## config.mk

```make
export PLATFORM = sky130hd
export DESIGN_NAME = bus_control_unit
export DESIGN_NICKNAME = d
export VERILOG_FILES = /design/src/rtl/bus_ctrl_pkg.sv /design/src/rtl/bus_ctrl_decoder.sv /design/src/rtl/bus_control_unit.sv
export SDC_FILE = /design/constraint.sdc
export NUM_CORES = 1
export LEC_CHECK = 0
export BUFFER_PORTS_ARGS = -buffer_cell sky130_fd_sc_hd__buf_2
export CAP_MARGIN = 20
export CORE_MARGIN = 8
export CORE_UTILIZATION = 40
export CTS_CLUSTER_DIAMETER = 80
export DETAILED_ROUTE_END_ITERATION = 16
export PLACE_DENSITY = 0.73
export SLEW_MARGIN = 40
export SYNTH_ARGS = -nofsm -noshare
export SYNTH_HDL_FRONTEND = slang
export SYNTH_SLANG_ARGS = --single-unit
```

## constraint.sdc

```tcl
create_clock -name clock -period 1.6 [get_ports clock]
set_input_delay 0.08 -clock clock [delete_from_list [all_inputs] [get_ports clock]]
set_output_delay 0.08 -clock clock [all_outputs]
set_load 0.02 [all_outputs]
```

## src/rtl/bus_ctrl_pkg.sv

```systemverilog
// Shared encodings for the bus control unit: bus select codes, strobe indices,
// opcode values, ALU operations, FSM states and the decoded control bundle.
package bus_ctrl_pkg;

   localparam int WIDTH      = 16;
   localparam int ADDR_WIDTH = 12;
   localparam int SC_WIDTH   = 3;

   // Bus source codes driven on select
   localparam logic [2:0] SEL_EXT = 3'd0;
   localparam logic [2:0] SEL_AR  = 3'd1;
   localparam logic [2:0] SEL_PC  = 3'd2;
   localparam logic [2:0] SEL_DR  = 3'd3;
   localparam logic [2:0] SEL_AC  = 3'd4;
   localparam logic [2:0] SEL_IR  = 3'd5;
   localparam logic [2:0] SEL_TR  = 3'd6;
   localparam logic [2:0] SEL_MEM = 3'd7;

   // LD strobe indices
   localparam int LD_AR = 0;
   localparam int LD_PC = 1;
   localparam int LD_DR = 2;
   localparam int LD_AC = 3;
   localparam int LD_IR = 4;
   localparam int LD_TR = 5;

   // INR / CLR strobe indices (shared map)
   localparam int RC_AR = 0;
   localparam int RC_PC = 1;
   localparam int RC_DR = 2;
   localparam int RC_AC = 3;
   localparam int RC_TR = 4;

   // Opcode field D = IR[14:12]
   localparam logic [2:0] OP_AND = 3'd0;
   localparam logic [2:0] OP_ADD = 3'd1;
   localparam logic [2:0] OP_LDA = 3'd2;
   localparam logic [2:0] OP_STA = 3'd3;
   localparam logic [2:0] OP_BUN = 3'd4;
   localparam logic [2:0] OP_BSA = 3'd5;
   localparam logic [2:0] OP_ISZ = 3'd6;
   localparam logic [2:0] OP_REG = 3'd7;

   localparam logic [1:0] ALU_PASS = 2'b00;
   localparam logic [1:0] ALU_AND  = 2'b01;
   localparam logic [1:0] ALU_ADD  = 2'b10;

   typedef enum logic [1:0] {
      ST_IDLE = 2'd0,
      ST_RUN  = 2'd1,
      ST_HALT = 2'd2
   } state_t;

   // sc_clr and hlt are internal sequencing requests back to the top level
   typedef struct packed {
      logic       read;
      logic       write;
      logic [5:0] ld;
      logic [4:0] inr;
      logic [4:0] clr;
      logic [2:0] sel;
      logic       enable;
      logic [1:0] alu_op;
      logic       sc_clr;
      logic       hlt;
   } ctrl_t;

   function automatic logic [2:0] opcode_d(input logic [WIDTH-1:0] ir);
      return ir[ADDR_WIDTH+2:ADDR_WIDTH];
   endfunction

endpackage

```

## src/rtl/bus_ctrl_decoder.sv

```systemverilog
// Combinational control decode: maps (state, T-index, IR, bus value) onto the
// common bus control strobes. Everything is forced low outside RUN or in reset.
module bus_ctrl_decoder
   import bus_ctrl_pkg::*;
(
   input  state_t              state,
   input  logic                reset_n,
   input  logic [SC_WIDTH-1:0] sc,
   input  logic [WIDTH-1:0]    ir,
   input  logic [WIDTH-1:0]    bus_data,
   output ctrl_t               ctrl
);

   logic [2:0] d;
   logic       ind;
   logic       unused_ir;

   assign d         = opcode_d(ir);
   assign ind       = ir[WIDTH-1];
   assign unused_ir = ^{ir[10:6], ir[4:1]};

   always_comb begin
      ctrl = '0;
      if (state == ST_RUN && reset_n) begin
         ctrl.enable = 1'b1;
         case (sc)
            3'd0: begin
               ctrl.sel       = SEL_PC;
               ctrl.ld[LD_AR] = 1'b1;
            end
            3'd1: begin
               ctrl.sel        = SEL_MEM;
               ctrl.read       = 1'b1;
               ctrl.ld[LD_IR]  = 1'b1;
               ctrl.inr[RC_PC] = 1'b1;
            end
            3'd2: begin
               ctrl.sel       = SEL_IR;
               ctrl.ld[LD_AR] = 1'b1;
            end
            3'd3: begin
               if (d == OP_REG) begin
                  // Register-reference only when direct; I=1 with D=7 is a no-op
                  if (!ind) begin
                     if (ir[11])
                        ctrl.clr[RC_AC] = 1'b1;
                     else if (ir[5])
                        ctrl.inr[RC_AC] = 1'b1;
                     ctrl.hlt = ir[0];
                  end
                  ctrl.sc_clr = 1'b1;
               end else if (ind) begin
                  ctrl.sel       = SEL_MEM;
                  ctrl.read      = 1'b1;
                  ctrl.ld[LD_AR] = 1'b1;
               end
            end
            3'd4: begin
               case (d)
                  OP_AND, OP_ADD, OP_LDA, OP_ISZ: begin
                     ctrl.sel       = SEL_MEM;
                     ctrl.read      = 1'b1;
                     ctrl.ld[LD_DR] = 1'b1;
                  end
                  OP_STA: begin
                     ctrl.sel    = SEL_AC;
                     ctrl.write  = 1'b1;
                     ctrl.sc_clr = 1'b1;
                  end
                  OP_BUN: begin
                     ctrl.sel       = SEL_AR;
                     ctrl.ld[LD_PC] = 1'b1;
                     ctrl.sc_clr    = 1'b1;
                  end
                  OP_BSA: begin
                     ctrl.sel        = SEL_PC;
                     ctrl.write      = 1'b1;
                     ctrl.inr[RC_AR] = 1'b1;
                  end
                  default: ctrl.sc_clr = 1'b1;
               endcase
            end
            3'd5: begin
               case (d)
                  OP_AND, OP_ADD, OP_LDA: begin
                     ctrl.sel       = SEL_DR;
                     ctrl.ld[LD_AC] = 1'b1;
                     ctrl.sc_clr    = 1'b1;
                     ctrl.alu_op    = (d == OP_AND) ? ALU_AND :
                                      (d == OP_ADD) ? ALU_ADD : ALU_PASS;
                  end
                  OP_BSA: begin
                     ctrl.sel       = SEL_AR;
                     ctrl.ld[LD_PC] = 1'b1;
                     ctrl.sc_clr    = 1'b1;
                  end
                  OP_ISZ: ctrl.inr[RC_DR] = 1'b1;
                  default: ctrl.sc_clr = 1'b1;
               endcase
            end
            3'd6: begin
               // Bus carries DR+1 here, so a zero bus means skip the next word
               if (d == OP_ISZ) begin
                  ctrl.sel        = SEL_DR;
                  ctrl.write      = 1'b1;
                  ctrl.inr[RC_PC] = (bus_data == '0);
               end
               ctrl.sc_clr = 1'b1;
            end
            default: ctrl.sc_clr = 1'b1;
         endcase
      end
   end

endmodule

```

## src/rtl/bus_control_unit.sv

```systemverilog
// Timing-and-control sequencer for the common bus: holds run state, the T-state
// sequence counter and the instruction register snooped off the bus at T1.
module bus_control_unit
   import bus_ctrl_pkg::*;
(
   input  logic                clock,
   input  logic                reset_n,
   input  logic                start,
   input  logic [WIDTH-1:0]    bus_data,
   output logic                read,
   output logic                write,
   output logic [5:0]          LD,
   output logic [4:0]          INR,
   output logic [4:0]          CLR,
   output logic [2:0]          select,
   output logic                enable,
   output logic [1:0]          alu_op,
   output logic                halted,
   output logic [SC_WIDTH-1:0] sc
);

   state_t              state_q;
   logic [SC_WIDTH-1:0] sc_q;
   logic [SC_WIDTH-1:0] sc_d;
   logic [WIDTH-1:0]    ir_q;
   ctrl_t               ctrl;

   bus_ctrl_decoder u_decoder (
      .state    (state_q),
      .reset_n  (reset_n),
      .sc       (sc_q),
      .ir       (ir_q),
      .bus_data (bus_data),
      .ctrl     (ctrl)
   );

   assign sc_d = ctrl.sc_clr ? '0 : sc_q + SC_WIDTH'(1);

   always_ff @(posedge clock) begin
      if (!reset_n) begin
         state_q <= ST_IDLE;
         sc_q    <= '0;
         ir_q    <= '0;
      end else begin
         case (state_q)
            ST_RUN: begin
               sc_q <= sc_d;
               if (sc_q == SC_WIDTH'(1))
                  ir_q <= bus_data;
               if (ctrl.hlt)
                  state_q <= ST_HALT;
            end
            ST_IDLE, ST_HALT: begin
               // PC lives in the register file, so resuming from HALT just restarts at T0
               if (start) begin
                  state_q <= ST_RUN;
                  sc_q    <= '0;
               end
            end
            default: state_q <= ST_IDLE;
         endcase
      end
   end

   assign read   = ctrl.read;
   assign write  = ctrl.write;
   assign LD     = ctrl.ld;
   assign INR    = ctrl.inr;
   assign CLR    = ctrl.clr;
   assign select = ctrl.sel;
   assign enable = ctrl.enable;
   assign alu_op = ctrl.alu_op;
   assign halted = (state_q == ST_HALT);
   assign sc     = ctrl.enable ? sc_q : '0;

endmodule

```

==> impl_metrics.ini <==
[synthesis]
synth_ff_type = dfxtp_1
synth_warnings = 0
syn_area_per_cell_um2 = 8.158
synthDistinctLibCells = 44
syn_inst = 125
synth_edf_count = 0
syn_area_um2 = 1020
async_flop_share = 0
synth-seq-cells = 12
yosysSeqAreaShare = 0.2356

[routing]
postRouteAntennaNets = 0
wl_per_cell_um = 15.40
drc = 0
vias = 1149
first_pass_iters = 4
via_per_inst = 5.394
drtIter0Drc = 64
totalWireLength_um = 3280

[pwr]
p_per_area_nw_per_um2 = 516.0
ir_worst_vdd_mv = 0.4639
p_leak_uw = 0.0007077
clkPwrFrac = 0.226
p_switching_uw = 284.4
intPower_uw = 553.0
combPwrFrac = 0.377
swShare = 0.3396
seqPwrFrac = 0.397

[layout]
final_common_cell = buf_2
fin_cells = 213
final_cell_mix = buf_2, buf_4, nor2b_1, buf_6, mux2i_1
syn_to_final_growth_pct = 59.14
nets = 209
num_antenna_cells = 0
final_layout_size_suffix_gt1_frac = 0.5519

[sta]
period_share = 1.119
slew_violations = 0
finalSetupViolations = 10
skew_ns = 0.0006826
fmax_ghz = 0.5585
hold_viol = 0
fin_crit_ns = 1.791
grt_setup_unrepaired = true
setup_slack_ns = -0.1906

[worst_setup_path]
critical_path_arrival_ns = 1.71
crit_type = register to output pin
crit_path_start_kind = register
worstPathMaxFanout = 7
crit_required_ns = 1.52
cp-end-kind = output pin

[placed_design]
dp_hpwl_um = 2396
place_ws_ns = -0.06379
port-buffer-count = 40
place.gp.congestion = 0.9142
dp.cells = 204

[global_route]
antenna_found_initial = 0
grt_max_degree = 12
grt_pass1_vias = 1191
overflow = 0
grt_pass1_wl_um = 5223
grt_usage = 0.1456

[floorplan]
dieWidth_um = 66.49
pin_count = 47
initial_core_util = 0.4154
die_area_um2 = 4421
die_y_um = 66.49
core_um2 = 2455
core.rowCount = 18

[outcome]
status = complete, but fails checks
violations = setup timing

[clock_tree]
clk_pin_slew_ns = 0.07
numCtsBuffers = 3
cts_buffer_depth = 2
htreeDepth = 1
cts_tree = built
clk_latency_ns = 0.27
cts_sinks = 12
cts.root.buffer_cell = clkbuf_4

[worst_hold_path]
hp-class = input pin to register

[run]
maxCapViolCount = 0
## cells in the mapped netlist (4+ instances only)
cell type,number,area [um^2]
a21oi_1,6,30.03
a32oi_1,4,35.03
buf_4,8,60.06
dfxtp_1,12,240.2
ha_1,5,62.56
inv_1,9,33.78
mux2i_1,8,80.08
nand3_1,4,20.02
nor2_1,7,26.28
nor2b_1,10,62.56
nor4_1,5,31.28
## cells by family (layout without fill, tap and decap cells)
group                    Yosys count  after routing  synth area share
flip-flops                        12             12            0.2356
other                              1              6          0.003677
adder cells (fa/ha/maj)            5              5           0.06135
multiplexers                       8              8           0.07853
AO/OA/AOI/OAI                     28             28            0.1877
XOR/XNOR                           1              1          0.008591
AND/OR/NAND/NOR                   47             47            0.2994
buffers and inverters             23             76            0.1251
## path summary, 6_finish.rpt
check,start,to,slack (ns),cells past startpoint
worst max-delay path,sc_q[0],select[1],-0.19,6
worst min-delay path,start,state_q[0],0.06,2
worst max register to register,sc_q[0],sc_q[1],-0.01,6
worst min register to register,ir_q[5],ir_q[5],0.52,2
## registers in the layout, indices dropped and copies added (netlist names)
signal	count
sc_q	3
state_q	2
ir_q	7
## routing by layer
metal	GRT usage	routed length [um]	vias up
li1	-	-	565
met1	0.1618	1345	528
met2	0.2569	1621	45
met3	0.02852	221	11
met4	0.07200	91	0
met5	0	0	-
## timing repair
action	CTS	global route
hold buffers	0	0
pin swaps	4	8
hold endpoints to repair	0	0
resized for setup	25	37
buffers inserted	0	6
setup endpoints to repair	19	20
## critical path: stages, from the launching register on
cell,delay (ns)
dfxtp_4,0.37
buf_6,0.12
ha_4,0.18
or3_4,0.38
o21ai_4,0.16
a31oi_1,0.06
buf_4,0.16
## power groups by stage
stage                     Combinational (uW)  Sequential [uW]  Clock [uW]
after floorplan                          157              330           0
after global placement                   231              335           0
after detailed placement                 235              336           0
after CTS                                259              333         196
after global routing                     341              335         204
final                                    316              332         189
## metrics by stage
stage	utilization	cell area (um^2)	hold WS, ns	power, uW	TNS, ns
2_1_floorplan	-	1051	0.2217	487.6	-0.09180
3_3_place_gp	0.5392	1324	0.3341	566.1	-0.08344
5_1_grt	0.6611	1623	0.07502	879.1	-1.770
6_report	0.6611	1623	0.06458	837.4	-0.8357
4_1_cts	0.5877	1443	0.06157	788.3	-1.515
3_5_place_dp	0.5392	1324	0.3461	570.9	-0.3038
## area by class of cell
class                      count  area, um^2
inverter                      10       40.04
multi-input combinational     95       815.8
fill                         198       832.0
clock buffer                   3       22.52
tap                           30       37.54
sequential                    12       257.7
timing repair buffer          63       449.2
No activity file was read; power rests on OpenSTA's default activity.
